--- config.mk ---
export PLATFORM = sky130hd
export DESIGN_NAME = memout_reader
export DESIGN_NICKNAME = d
export VERILOG_FILES = /design/src/rtl/memout_reader_pkg.sv /design/src/rtl/memout_reader_fifo.sv /design/src/rtl/memout_reader.sv
export SDC_FILE = /design/constraint.sdc
export NUM_CORES = 1
export LEC_CHECK = 0
export BUFFER_PORTS_ARGS = -buffer_cell sky130_fd_sc_hd__buf_2
export CELL_PAD_IN_SITES_DETAIL_PLACEMENT = 1
export CELL_PAD_IN_SITES_GLOBAL_PLACEMENT = 2
export CORE_MARGIN = 1
export CORE_UTILIZATION = 43
export DETAILED_ROUTE_END_ITERATION = 7
export GPL_TIMING_DRIVEN = 0
export PLACE_DENSITY = 0.82
export SKIP_CTS_REPAIR_TIMING = 1
export SLEW_MARGIN = 10
export SYNTH_ARGS = -nofsm -noshare
export SYNTH_HDL_FRONTEND = slang
export SYNTH_SLANG_ARGS = --single-unit
--- constraint.sdc ---
create_clock -name clk -period 2.82 [get_ports clk]
set_input_delay 0.423 -clock clk [delete_from_list [all_inputs] [get_ports clk]]
set_output_delay 0.423 -clock clk [all_outputs]
set_load 0.02 [all_outputs]
--- src/rtl/memout_reader_pkg.sv ---
// Shared types and constants for the output-memory page reader.
package memout_reader_pkg;

  typedef enum logic [1:0] {IDLE, READ, DRAIN, FIN} stateT;

  localparam int FIFO_DEPTH = 4;

  function automatic int pageDepth(input int addrW, input int pageBits);
    return 1 << (addrW - pageBits);
  endfunction

endpackage

--- src/rtl/memout_reader_fifo.sv ---
// Small 4-entry FIFO carrying a data word plus its end-of-page flag.
module memout_reader_fifo
  import memout_reader_pkg::*;
#(
  parameter int DATA_W = 32
) (
  input  logic                          clk,
  input  logic                          reset,
  input  logic                          push,
  input  logic [DATA_W-1:0]             pushData,
  input  logic                          pushLast,
  input  logic                          pop,
  output logic [DATA_W-1:0]             popData,
  output logic                          popLast,
  output logic                          empty,
  output logic [$clog2(FIFO_DEPTH):0]   count
);

  localparam int PTR_W = $clog2(FIFO_DEPTH);
  localparam int CNT_W = PTR_W + 1;

  logic [DATA_W:0]    mem [FIFO_DEPTH];
  logic [PTR_W-1:0]   wrPtr, rdPtr;
  logic [CNT_W-1:0]   countReg;
  logic               doPush, doPop;
  logic [DATA_W:0]    head;

  assign doPush = push && (countReg != CNT_W'(FIFO_DEPTH));
  assign doPop  = pop && (countReg != '0);

  always_ff @(posedge clk) begin
    if (doPush) mem[wrPtr] <= {pushLast, pushData};
  end

  always_ff @(posedge clk or negedge reset) begin
    if (!reset) begin
      wrPtr    <= '0;
      rdPtr    <= '0;
      countReg <= '0;
    end else begin
      if (doPush) wrPtr <= wrPtr + 1'b1;
      if (doPop)  rdPtr <= rdPtr + 1'b1;
      case ({doPush, doPop})
        2'b10:   countReg <= countReg + 1'b1;
        2'b01:   countReg <= countReg - 1'b1;
        default: countReg <= countReg;
      endcase
    end
  end

  // Outputs read as zero when empty so stale entries never leak out.
  assign head    = mem[rdPtr];
  assign empty   = (countReg == '0);
  assign popData = empty ? '0 : head[DATA_W-1:0];
  assign popLast = ~empty & head[DATA_W];
  assign count   = countReg;

endmodule

--- src/rtl/memout_reader.sv ---
// Drains one BX page of the output BRAM (port B) and streams it on valid/ready.
module memout_reader
  import memout_reader_pkg::*;
#(
  parameter int ADDR_W    = 5,
  parameter int DATA_W    = 32,
  parameter int PAGE_BITS = 1,
  parameter int RD_LAT    = 1
) (
  input  logic                    clk,
  input  logic                    reset,
  input  logic                    start,
  input  logic [1:0]              bx_in,
  input  logic [ADDR_W-PAGE_BITS:0] nent,
  output logic                    busy,
  output logic                    done,
  output logic                    overrun,
  output logic                    mem_enb,
  output logic [ADDR_W-1:0]       mem_readaddr,
  input  logic [DATA_W-1:0]       mem_dout,
  output logic                    out_valid,
  input  logic                    out_ready,
  output logic [DATA_W-1:0]       out_data,
  output logic                    out_last,
  output logic [1:0]              out_bx
);

  localparam int IDX_W = ADDR_W - PAGE_BITS;
  localparam int CNT_W = $clog2(FIFO_DEPTH) + 1;
  localparam logic [IDX_W:0] PAGE_CNT = (IDX_W+1)'(pageDepth(ADDR_W, PAGE_BITS));
  localparam logic [CNT_W:0] OCC_MAX  = (CNT_W+1)'(FIFO_DEPTH);

  stateT              stateReg, stateNext;
  logic [1:0]         bxReg, bxNext;
  logic [IDX_W:0]     cntReg, cntNext, idxReg, idxNext, nentClamped;
  logic [ADDR_W-1:0]  addrReg, addrCur;
  logic               overrunReg;
  logic [CNT_W-1:0]   inflightReg, fifoCount;
  logic [CNT_W:0]     occupancy;
  logic               issue, issueLast, push, pushLast, pop, fifoEmpty, drainDone;
  logic [RD_LAT-1:0]  vldPipe, lastPipe;

  assign nentClamped = (nent > PAGE_CNT) ? PAGE_CNT : nent;
  // Buffered plus in-flight words never exceed the FIFO, so a push always fits.
  assign occupancy   = {1'b0, fifoCount} + {1'b0, inflightReg};
  assign issue       = (stateReg == READ) && (idxReg < cntReg) && (occupancy < OCC_MAX);
  assign issueLast   = (idxReg + 1'b1) == cntReg;
  assign addrCur     = {bxReg[PAGE_BITS-1:0], idxReg[IDX_W-1:0]};
  assign pop         = out_valid & out_ready;
  // Leave DRAIN on the cycle the final word is accepted, not one later.
  assign drainDone   = (inflightReg == '0) &&
                       ((fifoCount == '0) || ((fifoCount == CNT_W'(1)) && pop));

  always_comb begin
    stateNext = stateReg;
    bxNext    = bxReg;
    cntNext   = cntReg;
    idxNext   = idxReg;
    case (stateReg)
      IDLE: begin
        if (start) begin
          bxNext    = bx_in;
          cntNext   = nentClamped;
          idxNext   = '0;
          stateNext = (nentClamped == '0) ? FIN : READ;
        end
      end
      READ: begin
        if (issue) begin
          idxNext = idxReg + 1'b1;
          if (issueLast) stateNext = DRAIN;
        end
      end
      DRAIN: begin
        if (drainDone) stateNext = FIN;
      end
      FIN: stateNext = IDLE;
      default: stateNext = IDLE;
    endcase
  end

  always_ff @(posedge clk or negedge reset) begin
    if (!reset) begin
      stateReg    <= IDLE;
      bxReg       <= '0;
      cntReg      <= '0;
      idxReg      <= '0;
      addrReg     <= '0;
      overrunReg  <= 1'b0;
      inflightReg <= '0;
    end else begin
      stateReg    <= stateNext;
      bxReg       <= bxNext;
      cntReg      <= cntNext;
      idxReg      <= idxNext;
      if (issue) addrReg <= addrCur;
      if (start && (stateReg != IDLE)) overrunReg <= 1'b1;
      inflightReg <= inflightReg + CNT_W'(issue) - CNT_W'(push);
    end
  end

  // Valid/last tags travel alongside the BRAM read pipeline.
  for (genvar gi = 0; gi < RD_LAT; gi++) begin : gLat
    if (gi == 0) begin : gHead
      always_ff @(posedge clk or negedge reset) begin
        if (!reset) begin
          vldPipe[0]  <= 1'b0;
          lastPipe[0] <= 1'b0;
        end else begin
          vldPipe[0]  <= issue;
          lastPipe[0] <= issue & issueLast;
        end
      end
    end else begin : gTail
      always_ff @(posedge clk or negedge reset) begin
        if (!reset) begin
          vldPipe[gi]  <= 1'b0;
          lastPipe[gi] <= 1'b0;
        end else begin
          vldPipe[gi]  <= vldPipe[gi-1];
          lastPipe[gi] <= lastPipe[gi-1];
        end
      end
    end
  end

  assign push     = vldPipe[RD_LAT-1];
  assign pushLast = lastPipe[RD_LAT-1];

  memout_reader_fifo #(
    .DATA_W (DATA_W)
  ) uFifo (
    .clk      (clk),
    .reset    (reset),
    .push     (push),
    .pushData (mem_dout),
    .pushLast (pushLast),
    .pop      (pop),
    .popData  (out_data),
    .popLast  (out_last),
    .empty    (fifoEmpty),
    .count    (fifoCount)
  );

  assign busy         = (stateReg == READ) || (stateReg == DRAIN);
  assign done         = (stateReg == FIN);
  assign overrun      = overrunReg;
  assign mem_enb      = issue;
  assign mem_readaddr = issue ? addrCur : addrReg;
  assign out_valid    = ~fifoEmpty;
  assign out_bx       = bxReg;

endmodule

==> results.json <==
{
  "status": "finished with violations",
  "violations": "negative setup slack",
  "yosys.area_share.simple_pct": 7.59,
  "peakVddDrop_mv": 0.575,
  "cp_slowest_cell": "or4_4",
  "synth.distinct_cells": 48,
  "critPathRequiredTime_ns": 2.40,
  "cts_tree": "built",
  "hpwlAfterDp_um": 9760,
  "rows": 46,
  "path_common_cell": "buf_6",
  "timing.final.ws_setup_ns": -0.300,
  "finalSetupViolCount": 7,
  "cts_max_level": 4,
  "cp_cell_sequence": "ha_4 -> or4_4 -> a31oi_4 -> and3_4 -> buf_6 -> nand2_8 -> mux2_4 -> buf_6",
  "async_flop_share_pct": 19.5,
  "leakagePower_nw": 3.22,
  "syn_area_per_cell_sq_um": 17.4,
  "max_freq_mhz": 320,
  "drive_gt1_share_pct": 37.6,
  "clock_latency_ns": 0.43,
  "cts.clk_slew.worst_paths_ns": 0.06,
  "core_area_sq_um": 15800,
  "ys.flop_type": "edfxtp_1",
  "slowest_delay_ns": 0.54,
  "postSynthCellCount": 401,
  "placed_area_sq_um": 7770,
  "crit_type": "flop to output pin",
  "wl_per_cell_um": 20.1,
  "ys_warn_count": 0,
  "grtUsageTotal_pct": 19.5,
  "cts_sinks": 164,
  "cp_max_fo": 6,
  "io_pins": 88,
  "syn-num-nets": 468,
  "vias": 3898,
  "cp_top_family": "simple AND/OR/NAND/NOR gates",
  "wl_um": 15200,
  "final_hold_viol_count": 0,
  "die-area_sq_um": 16700,
  "muxShareOfSynthArea_pct": 12.5,
  "cts_made_buffers": 17,
  "power_density_nw_per_um2": 1110,
  "worst_pin_slew_ns": 0.992,
  "endpoint_kind": "output pin",
  "viasPerCell": 5.18,
  "cp.arrival_ns": 2.70,
  "synth_edf_count": 132,
  "synth_top_family_by_area": "multiplexers",
  "grt_pass1_wl_um": 23300,
  "ys_seq_area_share_pct": 68.4,
  "maxSlewViolCount": 0,
  "setup-tns-final_ns": -1.88,
  "die_h_um": 129,
  "finalNetCount": 591,
  "synth_area_sq_um": 6970,
  "area_delta_synth_final_pct": 22.4,
  "portBuffers": 87,
  "fill_cells": 1526,
  "fin_crit_ns": 3.12,
  "drc": 0,
  "start_util_pct": 44.0,
  "fin_crit_sh_pct": 111,
  "start_kind": "flop",
  "antenna_cells": 0,
  "dr.pass1.iters": 4,
  "synth_compound_gate_area_share_pct": 3.39,
  "slew_headroom_pct": 33.0,
  "ant_nets": 0,
  "cts_root_buf": "clkbuf_16",
  "design_area_sq_um": 8530,
  "grt_max_degree": 33,
  "drtIter0Drc": 187,
  "rsz0062_at_grt": "true",
  "min_path_type": "input pin to asynchronous set/reset pin",
  "clockBufferDepth": 2,
  "final_common_cell": "edfxtp_1",
  "grt_pass1_vias": 4188,
  "finClkSkew_ns": 0.00910,
  "layout_common_cells": "132 x edfxtp_1, 83 x buf_2, 36 x and2_1",
  "antenna_found_initial": 0,
  "synth_xor_area_share_pct": 1.63,
  "die_w_um": 129,
  "path_buf_inv": 2,
  "yosys_register_bits": 164,
  "overflow": 0,
  "cap_violations": 0,
  "synthAdderAreaFrac_pct": 4.42,
  "gp_congestion": 0.751
}
==> synthesized netlist by cell type, types with 2 or more instances <==
library cell    n  area (sq um)
a21o_1          2          15.0
a21oi_1         3          15.0
a221oi_1        2          17.5
a22oi_1         2          15.0
a31oi_1         2          12.5
and2_1         40           250
buf_2           5          25.0
clkbuf_1        8          30.0
dfrtp_1        32           801
edfxtp_1      132          3960
ha_1           23           288
inv_1          20          75.1
mux2_2          3          33.8
mux2_4          5          75.1
mux2i_1         2          20.0
mux4_2         33           743
nand2_1        17          63.8
nand2b_1        6          37.5
nand3_1         3          15.0
nor2_1          6          22.5
nor3_1          4          20.0
o2111ai_1       2          17.5
o21ai_0        12          60.1
or4_1           2          15.0
xnor2_1         7          61.3
xor2_1          6          52.6
==> layer usage <==
layer,wire (um),vias up,global-route usage (%)
met3,636,18,4.75
met4,191,0,6.64
met1,6230,2010,23.1
met5,0,-,0
li1,-,1779,-
met2,8110,91,34.5
==> through the flow <==
step / worst slack (ns) / utilization [%] / total power, mW / std cells / hold slack, ns
2_1_floorplan: 0.209 / - / 5.84 / 401 / 0.127
3_3_place_gp: -0.381 / 48.5 / 6.80 / 704 / 0.439
3_5_place_dp: 0.0674 / 49.1 / 6.96 / 708 / 0.460
4_1_cts: -0.406 / 52.7 / 9.29 / 740 / 0.0821
5_1_grt: -0.387 / 53.9 / 10.0 / 753 / 0.123
6_report: -0.300 / 53.9 / 9.49 / 753 / 0.0633
==> power breakdown <==
part	switching (mW)	total [mW]	leakage (nW)	internal [mW]
combinational	2.19	4.00	1.36	1.81
sequential	0.215	3.21	1.59	3.00
clock	0.967	2.28	0.273	1.32
==> registers in the layout, summed over array words and instances, names as in the netlist <==
signal,flops
addrReg,5
cntReg,5
idxReg,5
inflightReg,3
lastPipe,1
out_bx,2
overrun,1
push,1
stateReg,2
uFifo.count,3
uFifo.mem,132
uFifo.rdPtr,2
uFifo.wrPtr,2
==> worst register-to-register path, delay by kind of cell, from the launching register on <==
kind / cells / cell delay (ns)
compound gates: 1 / 0.17
fa+ha+maj: 3 / 0.81
buf+inv: 5 / 0.57
flops: 1 / 0.43
simple gates: 3 / 0.83
==> area by class of cell <==
type,instances,area [sq um],share of cell area [%]
Buffer,15,83.8,0.983
Clock buffer,19,433,5.07
Clock inverter,13,148,1.73
Inverter,20,77.6,0.909
Multi-Input combinational cell,202,2090,24.5
Sequential cell,164,4770,55.9
Tap cell,216,270,3.17
Timing Repair Buffer,104,662,7.76
==> final timing paths <==
path                                     startpoint                          to  slack (ns)  cells past startpoint
setup / recovery           inflightReg[2]$_DFF_PN0_             mem_readaddr[0]       -0.30                      8
hold / removal                                reset        addrReg[4]$_DFF_PN0_        0.06                      1
setup reg to reg           inflightReg[2]$_DFF_PN0_    inflightReg[1]$_DFF_PN0_       -0.11                     12
hold reg to reg                 overrun$_DFFE_PN0P_         overrun$_DFFE_PN0P_        0.47                      1
max in group asynchronous                     reset  uFifo.count[2]$_DFFE_PN0P_        2.23                      1
min in group clk                       mem_dout[22]  uFifo.mem[1][22]$_DFFE_PP_        0.21                      1
==> cells by family (layout without fill, tap and decap cells) <==
logic type,count (synthesis),after routing
AO/OA/AOI/OAI,33,33
flip-flops,164,164
multiplexers,43,43
XOR/XNOR,13,13
buffers and inverters,35,171
adder cells (fa/ha/maj),24,24
AND/OR/NAND/NOR,89,89
No activity file was read; power rests on OpenSTA's default activity.
